===== src/rtl/cmp_serial_driver.sv =====
// Bit-serial operand driver for the serial magnitude comparator: loads two words,
// clears the comparator, shifts both MSB-first and captures the eq/gt/lt verdict.
//
// state | meaning
// IDLE  | ready for a new request; ready=1
// CLEAR | comparator held in clear for one cycle
// SHIFT | one operand bit pair per cycle, MSB first, WIDTH cycles
// DONE  | res_valid pulse, captured verdict on res_*
module cmp_serial_driver #(
  parameter int WIDTH = 8
) (
  input  logic             clk,
  input  logic             reset,
  input  logic             start,
  input  logic [WIDTH-1:0] a_word,
  input  logic [WIDTH-1:0] b_word,
  output logic             ready,
  output logic             cmp_clear_n,
  output logic             a_bit,
  output logic             b_bit,
  output logic             bit_valid,
  input  logic             eq_in,
  input  logic             gt_in,
  input  logic             lt_in,
  output logic             res_valid,
  output logic             res_eq,
  output logic             res_gt,
  output logic             res_lt,
  output logic             res_err
);

  localparam int CW = (WIDTH > 1) ? $clog2(WIDTH) : 1;

  typedef enum logic [1:0] {IDLE, CLEAR, SHIFT, DONE} state_t;

  state_t         state, state_nxt;
  logic [WIDTH-1:0] a_sh, b_sh;
  logic [CW-1:0]    cnt;
  logic             clear_n_q;
  logic [1:0]       hot_cnt;

  always_ff @(posedge clk) begin
    if (reset) state <= IDLE;
    else       state <= state_nxt;
  end

  always_comb begin
    state_nxt = state;
    case (state)
      IDLE:    if (start) state_nxt = CLEAR;
      CLEAR:   state_nxt = SHIFT;
      SHIFT:   if (cnt == '0) state_nxt = DONE;
      DONE:    state_nxt = IDLE;
      default: state_nxt = IDLE;
    endcase
  end

  assign hot_cnt = 2'(eq_in) + 2'(gt_in) + 2'(lt_in);

  always_ff @(posedge clk) begin
    if (reset) begin
      a_sh    <= '0;
      b_sh    <= '0;
      cnt     <= '0;
      res_eq  <= 1'b0;
      res_gt  <= 1'b0;
      res_lt  <= 1'b0;
      res_err <= 1'b0;
    end else begin
      case (state)
        IDLE: begin
          if (start) begin
            a_sh <= a_word;
            b_sh <= b_word;
            cnt  <= CW'(WIDTH - 1);
          end
        end
        SHIFT: begin
          a_sh <= a_sh << 1;
          b_sh <= b_sh << 1;
          cnt  <= cnt - 1'b1;
          if (cnt == '0) begin
            res_eq  <= eq_in;
            res_gt  <= gt_in;
            res_lt  <= lt_in;
            res_err <= (hot_cnt != 2'd1);
          end
        end
        default: ;
      endcase
    end
  end

  // Registered so the comparator's async clear never sees a decode glitch.
  always_ff @(posedge clk) begin
    if (reset) clear_n_q <= 1'b0;
    else       clear_n_q <= (state_nxt != CLEAR);
  end

  assign cmp_clear_n = clear_n_q;
  assign ready       = (state == IDLE);
  assign bit_valid   = (state == SHIFT);
  assign res_valid   = (state == DONE);
  assign a_bit       = bit_valid & a_sh[WIDTH-1];
  assign b_bit       = bit_valid & b_sh[WIDTH-1];

endmodule


===== config.mk =====
export PLATFORM = sky130hd
export DESIGN_NAME = cmp_serial_driver
export DESIGN_NICKNAME = d
export VERILOG_FILES = /design/src/rtl/cmp_serial_driver.sv
export SDC_FILE = /design/constraint.sdc
export NUM_CORES = 1
export LEC_CHECK = 0
export CAP_MARGIN = 20
export CORE_MARGIN = 4
export CORE_UTILIZATION = 43
export CTS_CLUSTER_DIAMETER = 200
export CTS_CLUSTER_SIZE = 10
export DETAILED_ROUTE_END_ITERATION = 10
export MAX_ROUTING_LAYER = met4
export PLACE_DENSITY_LB_ADDON = 0.25
export SLEW_MARGIN = 0
export SYNTH_ARGS = -nofsm -noshare
export SYNTH_HDL_FRONTEND = slang
export SYNTH_SLANG_ARGS = --single-unit

===== constraint.sdc =====
create_clock -name clk -period 1.5 [get_ports clk]
set_input_delay 0.15 -clock clk [delete_from_list [all_inputs] [get_ports clk]]
set_output_delay 0.15 -clock clk [all_outputs]
set_load 0.005 [all_outputs]

Word level (Yosys, flattened, before mapping)
Cells that the tools add are included.
Operators by class
  add/subtract/negate cells: 3
  eq/ne operators: 6
  multiplexer cells: 9
  bitwise operators: 2
  reductions and logical operators: 5
Operators with widths (count)
  8-bit one-hot mux with 2 select lines: 2
  8-bit two-way mux: 2
  2-bit one-hot mux with 4 select lines: 1
  3-bit one-hot mux with 2 select lines: 1
  2-bit == test (second input constant): 2
  2-bit two-way mux: 2
  2-bit by 1-bit != test with 1-bit output (second input constant): 2
  2-bit AND reduction: 2
  3-bit zero test: 1
  3-bit two-way mux: 1
  3-bit by 1-bit subtractor with 3-bit output (second input constant): 1
  1-bit by 1-bit adder with 2-bit output: 1
  2-bit by 1-bit adder with 2-bit output: 1
  1-bit AND: 2
  2-bit by 1-bit == test with 1-bit output (second input constant): 1
  2-bit zero test: 1
  2-bit != test (second input constant): 1
  2-bit nonzero test: 1
Storage, ports and cells
  register bits after elaboration: 26
  input bits: 22
  output and inout port bits: 10
  logic and storage cells: 34

Logic depth before layout (Yosys ltp)
Gate-level depths: netlist (run 1).
  depth in word-level cells: 4
  depth in mapped cells: 7
  depth with buffers taken out: 5

Worst setup path before layout (run 1)
OpenSTA, ideal clock, no wires.
  path kind: register -> register
  start point: reg state[0]
  end point: reg cnt[1]
  setup time: 0.088 ns
  data arrival time: 1.405 ns
  path slack: 0.007 ns
  stages on the path, launching flop included: 7
  buffers on the path: 2
  period minus slack after synthesis: 1.493 ns
  path through: dfxtp_1 inv_1 ha_1 buf_2 mux2_4 buf_6 a311oi_2
Between the ends
  word-level cells in the longest chain between the ends: 3
  elaborated cells on any way between the ends: 6
  those cells by class: eq/ne (2); mux (1); reduce/logical (3)
Ends and longest elaborated chain
  start: declaration: RTL line 36  | state_t state, state_nxt;
  start signal: assignment: RTL line 44  | else state <= state_nxt;
  2-bit == test *
  named net bit_valid: RTL line 21  | output logic bit_valid,
  2-bit nonzero test (no source line)
  2-bit AND reduction (no source line)
  end signal: assignment: RTL line 75  | cnt <= CW'(WIDTH - 1);
  end signal: assignment: RTL line 81  | cnt <= cnt - 1'b1;
  end: declaration: RTL line 38  | logic [CW-1:0] cnt;
Mark *: on every way through the listed nets, which the timed path passes. The rest lies on a longest branch.
A chain may end at the register's enable or synchronous reset.

Worst setup path after layout (run 1)
  start point: reg state[0]
  end point: reg b_sh[5]
Between the ends
  word-level cells in the longest chain between the ends: 3
  elaborated cells on any way between the ends: 6
  those cells by class: eq/ne (2); mux (1); reduce/logical (3)
Ends and longest elaborated chain
  2-bit == test / 2-bit zero test (equally long branches): RTL line 70  | case (state)
  2-bit nonzero test (no source line) / 2-bit != test (equally long branches)
  2-bit AND reduction (no source line)
  end signal: assignment: RTL line 74  | b_sh <= b_word;
  end signal: assignment: RTL line 80  | b_sh <= b_sh << 1;
  end: declaration: RTL line 37  | logic [WIDTH-1:0] a_sh, b_sh;
Parallel ways exist; a longest one is shown, timed or not.

==> results of run 1 <==
[path summary, 6_finish.rpt]
kind / to / slack (ps) / cells after the start / start
setup reg to reg: b_sh[5] / 1 / 6 / state[0]
hold / removal: res_eq / 450 / 3 / eq_in
setup / recovery: b_sh[5] / 1 / 6 / state[0]
hold reg to reg: b_sh[7] / 510 / 2 / b_sh[7]
[critical path: cells and delay by family (launching register included)]
kind,cells,cell delay [ps]
multiplexers,1,340
adder cells (fa/ha/maj),1,170
flip-flops,1,380
AO/OA/AOI/OAI,1,190
buffers and inverters,3,350
[layer usage]
| layer | up-vias | share of wire | GRT usage |
|---|---|---|---|
| li1 | 525 | - | - |
| met1 | 510 | 0.42 | 0.1879 |
| met3 | 7 | 0.047 | 0.02935 |
| met4 | 0 | 0.019 | 0.05455 |
| met2 | 23 | 0.52 | 0.2795 |
| met5 | - | 0 | - |
[cells in the final DEF, fill, tap and decap left out, types with 3 or more instances in the layout]
| cell | count |
|---|---|
| inv_1 | 5 |
| ha_1 | 3 |
| buf_4 | 8 |
| a211oi_2 | 7 |
| nor2_2 | 8 |
| nor2b_1 | 3 |
| mux2i_1 | 17 |
| clkdlybuf4s50_1 | 26 |
| clkbuf_4 | 3 |
| nor2_1 | 14 |
| dfxtp_1 | 24 |
| a211oi_1 | 9 |
| buf_6 | 5 |
| dlygate4sd2_1 | 3 |
[flip-flops by register name, summed over array words and instances (netlist names)]
register and cells:
res_eq 1, a_sh 8, res_lt 1, cnt 3, b_sh 8, state 2, res_err 1, res_gt 1
cmp_clear_n 1
[metrics by stage]
step / area [sq um] / utilization / cells / hold WS, ps
2_1_floorplan: 1231 / - / 127 / 293.9
3_3_place_gp: 1599 / 0.5799 / 188 / 476.9
3_5_place_dp: 1599 / 0.5799 / 188 / 491.8
4_1_cts: 1738 / 0.6302 / 196 / 445.9
5_1_grt: 1878 / 0.6810 / 200 / 472.3
6_report: 1878 / 0.6810 / 200 / 454.9
[report_power, final]
part / internal [W] / switching, W
Combinational: 0.00118 / 0.000931
Clock: 0.0000941 / 0.000193
Sequential: 0.000949 / 0.000175
[kinds of logic (layout without fill, tap and decap cells)]
kind of cell,after synthesis,after routing,share of synthesized area
and+or+nand+nor,38,38,0.1463
AOI/OAI and AO/OA,22,22,0.1402
buffers and inverters,16,58,0.06504
adders and majority gates,6,6,0.06707
muxes,19,19,0.1585
DFF,26,26,0.4228
[area by class of cell]
cell class / count / share of cell area
Multi-Input combinational cell: 85 / 0.4017
Sequential cell: 26 / 0.2798
Timing Repair Buffer: 48 / 0.2705
Tap cell: 31 / 0.02065
Inverter: 7 / 0.01532
Clock buffer: 3 / 0.01199
[timing repair]
action	CTS	global route
setup endpoints to repair	23	25
gates cloned	0	2
pin swaps	1	4
gates resized for setup	27	24
setup buffers	5	2
==> results.yml, run 1 <==
critical_path:
  cp_max_fo: 8
  cp.arrival_ps: 1740
  path_class: "reg -> reg"
  crit_path_max_incr_delay_ps: 380
  slowest_stage: "dfxtp_2"
  crit_required_ps: 1740
  cp-start-kind: "flop"
  crit_chain: "inv_4 -> ha_4 -> buf_6 -> mux2_4 -> clkbuf_16 -> a211oi_1"
  end_kind: "flop"
synth:
  synth_top_area_frac: 0.4228
  yosysTopAreaCell: "dfxtp_1"
  async_flop_share: 0
  ys.flop_type: "dfxtp_1"
  synth.avg_cell_area_sq_um: 9.694
  synth-edff-count: 0
  ys_warn_count: 0
  yosysSeqAreaShare: 0.4228
  synth_cells: 127
  synth_cell_types: 26
  synth_seq_cells: 26
  synthMostInstantiatedCell: "dfxtp_1"
  syn_area_sq_um: 1231
  synth_fp_nets: 155
  synth_area_leaders: "dfxtp_1, mux2i_1, a211oi_1, nor2_1, ha_1"
  synth_common_cells: "dfxtp_1, nor2_1, mux2i_1, a211oi_1, inv_1"
layout:
  num_antenna_cells: 0
  multi_input_area_sq_um: 754.5
  layout-drive-gt1-share: 0.3136
  regArea_sq_um: 525.5
  nets: 199
  syn2layout_area_growth_pct: 52.54
  fillCellCount: 237
floorplanning:
  rows: 19
  ios: 32
  start_util: 0.4465
  die_w_um: 61.51
  core_sq_um: 2758
  die_area_sq_um: 3783
  die_h_um: 61.51
global_routing:
  grt_max_degree: 27
  antenna_found_initial: 0
  grt-ovfl-total: 0
  grt_pass1_wl_mm: 4.457
  grt_pass1_vias: 1021
  grt_use_total: 0.1622
cts:
  worst_skew_pair.late_latency_ps: 310
  clk_pin_slew_worst_paths_ps: 130
  cts-htree-levels: 1
  clock_path_buffers: 2
  cts_buffers: 3
  cts_tree: "yes"
  cts_sinks: 26
  cts_hold_buf: 0
  root_buffer: "clkbuf_4"
drt:
  drt-pass1-iter-count: 4
  via_count: 1065
  drtAntennaViolNets: 0
  wl_per_cell_um: 14.38
  wl_mm: 2.875
  drt-initial-drc-count: 14
  vias_per_cell: 5.325
  drt_drc_violations_left: 0
worst_hold_path:
  hold_class: "in -> reg"
timing:
  relSlewSlack: 0.7810
  fmax_mhz: 667.3
  slew_violations: 0
  fin_worst_skew_ps: 2.791
  setup_ws_ps: 1.440
  finalSetupViolCount: 0
  timing.setup.tns_ps: 0
  rsz0062_at_grt: "yes"
  final-hold-violation-count: 0
  finalCritPeriodShare: 0.9990
  min_period_ps: 1499
  tightestPinTransition_ps: 328.5
place:
  place.gp.congestion: 0.7601
  dp_hpwl_mm: 1.893
  portBuffers: 31
  dp_slack_ps: -114.5
job:
  drv_cap: 0
power_and_ir_drop:
  p_leak_nw: 0.7414
  power_w: 0.003521
  peakVddDrop_mv: 1.431
  p_per_area_nw_per_um2: 1875
status:
  status: "finished, final reports clean"
Power figures use the tool's default switching activity.
==> run 2, diff against run 1 <==
- CORE_UTILIZATION: 43 -> 50
- DONT_BUFFER_PORTS: unset -> 1
==> run 2 against run 1 <==
Die area decreased by 12%. Sequential power about the same. Via count decreased by 14%. First-iteration DRC count grew 21%. Final area down 19%. Count of clock-buffer cells in the layout is 1 higher. Cell count is 17% lower. Global-route usage is 0.89 points lower. Core utilization decreased by 0.98 points. Worst setup slack better by 45 ps. Flip-flop and latch count did not move. Critical endpoint is now b_sh[1]. Largest power group unchanged.
==> results.yml, run 2 (synthesized netlist as in run 1, its figures left out) <==
timing:
  relSlewSlack: 0.2864
  min_period_ps: 1454
  fin_worst_skew_ps: 3.032
  tightestPinTransition_ps: 1067
  hold_ws_ps: 54.29
  final-hold-violation-count: 0
  fmax_mhz: 687.9
  setup_ws_ps: 46.39
  slew_violations: 0
  rsz0062_at_grt: "yes"
  finalCritPeriodShare: 0.9691
  finalSetupViolCount: 0
floorplanning:
  die_h_um: 57.62
  rows: 17
  start_util: 0.5410
  core_sq_um: 2276
  ios: 32
  die_area_sq_um: 3320
  die_w_um: 57.62
power_and_ir_drop:
  pwr-share-clk: 0.108
  p_comb_frac: 0.536
  peakVddDrop_mv: 1.375
  power_w: 0.003141
  sw_frac_of_total: 0.3595
  p_sw_w: 0.001129
  p_leak_nw: 0.6022
  p_int_w: 0.002012
  p_per_area_nw_per_um2: 2056
  seqPwrFrac: 0.356
layout:
  multi_input_area_sq_um: 691.9
  top_regs: "a_sh (8), b_sh (8), cnt (3)"
  fin_cells: 166
  syn2layout_area_growth_pct: 24.09
  fillCellCount: 165
  nets: 167
  regArea_sq_um: 528.0
  layout_commonest_cell: "dfxtp_1"
  num_antenna_cells: 0
  layout_common_cells: "dfxtp_1, nor2_1, mux2i_1, a211oi_1, dlygate4sd3_1"
  layout-drive-gt1-share: 0.2391
  post-route-util: 0.6712
global_routing:
  busiest_layer: "met2"
  grt_max_degree: 27
  grt_pass1_wl_mm: 3.884
  grt_use_total: 0.1533
  grt_pass1_vias: 925
  antenna_found_initial: 0
  use_met3: 0.02895
  grt-ovfl-total: 0
  grt_util_met1: 0.1781
  met2_usage: 0.2597
worst_hold_path:
  hold_class: "in -> reg"
cts:
  clock_path_buffers: 2
  root_buffer: "clkbuf_4"
  clk_pin_slew_worst_paths_ps: 130
  worst_skew_pair.late_latency_ps: 310
  cts_buffers: 3
  cts_tree: "yes"
  cts-htree-levels: 1
  cts_sinks: 26
job:
  drv_cap: 0
drt:
  vias_per_cell: 5.518
  drtAntennaViolNets: 0
  drt-initial-drc-count: 17
  wl_mm: 2.432
  via_count: 916
  drt-pass1-iter-count: 3
  wl_per_cell_um: 14.65
  drt_drc_violations_left: 0
critical_path:
  crit_chain: "inv_4 -> ha_4 -> mux2_4 -> clkbuf_16 -> nor2_1 -> a211oi_1"
  cp_max_fo: 7
  end_kind: "flop"
  crit_path_max_incr_delay_ps: 380
  slowest_stage: "dfxtp_4"
  cp-start-kind: "flop"
  cp.arrival_ps: 1620
  path_class: "reg -> reg"
  critical_path.top_delay_family: "flip-flops"
  crit_buf_inv: 2
  crit_required_ps: 1660
place:
  dp_slack_ps: -51.59
  placed_cells: 151
  portBuffers: 0
  place.gp.congestion: 0.7749
  dp_hpwl_mm: 1.619
status:
  status: "finished, final reports clean"
-- run 2: path summary, 6_finish.rpt --
kind	from	to	slack (ps)	cells past startpoint
setup / recovery	state[0]	b_sh[1]	50	6
hold / removal	a_word[2]	a_sh[2]	50	2
setup reg to reg	state[0]	b_sh[1]	50	6
hold reg to reg	b_sh[7]	b_sh[7]	500	2
-- run 2: cell type report --
class | instances | area share
Timing Repair Buffer | 16 | 0.1360
Multi-Input combinational cell | 85 | 0.4529
Sequential cell | 26 | 0.3456
Clock buffer | 4 | 0.02375
Tap cell | 28 | 0.02293
Inverter | 7 | 0.01884
-- run 2: metrics by stage --
stage / cell area [sq um] / setup TNS (ps)
floorplan: 1231 / 0
global placement: 1287 / 0
detailed placement: 1287 / -54.13
CTS: 1408 / 0
global route: 1528 / -27.28
finish: 1528 / 0
-- run 2: metal layers --
metal  up-vias  wire length [um]
met1       432              1082
li1        459                 -
met5         -                 0
met2        21              1190
met3         4               123
met4         0                35
-- run 2: worst reg2reg max path, cell delays in order (launching register included) --
cell and delay [ps]:
dfxtp_4 380, inv_4 80, ha_4 140, mux2_4 380, clkbuf_16 190, nor2_1 80
a211oi_1 50
-- run 2: repair_timing --
| action | 4_1_cts | 5_1_grt |
|---|---|---|
| buffers inserted | 2 | 1 |
| endpoints found under the setup margin | 10 | 25 |
| gates resized for setup | 3 | 18 |
| cloned | 0 | 2 |
| pin swaps | 1 | 2 |
| hold buffers | 6 | 0 |
| endpoints found under the hold margin | 26 | 0 |
-- run 2: power by group through the flow --
stage               combinational, W  clock [W]  sequential, W
finish                       0.00168   0.000341        0.00112
global placement             0.00128          0        0.00108
CTS                          0.00138   0.000358        0.00108
floorplan                    0.00104          0        0.00105
detailed placement           0.00133          0        0.00109
global route                 0.00186   0.000384        0.00115
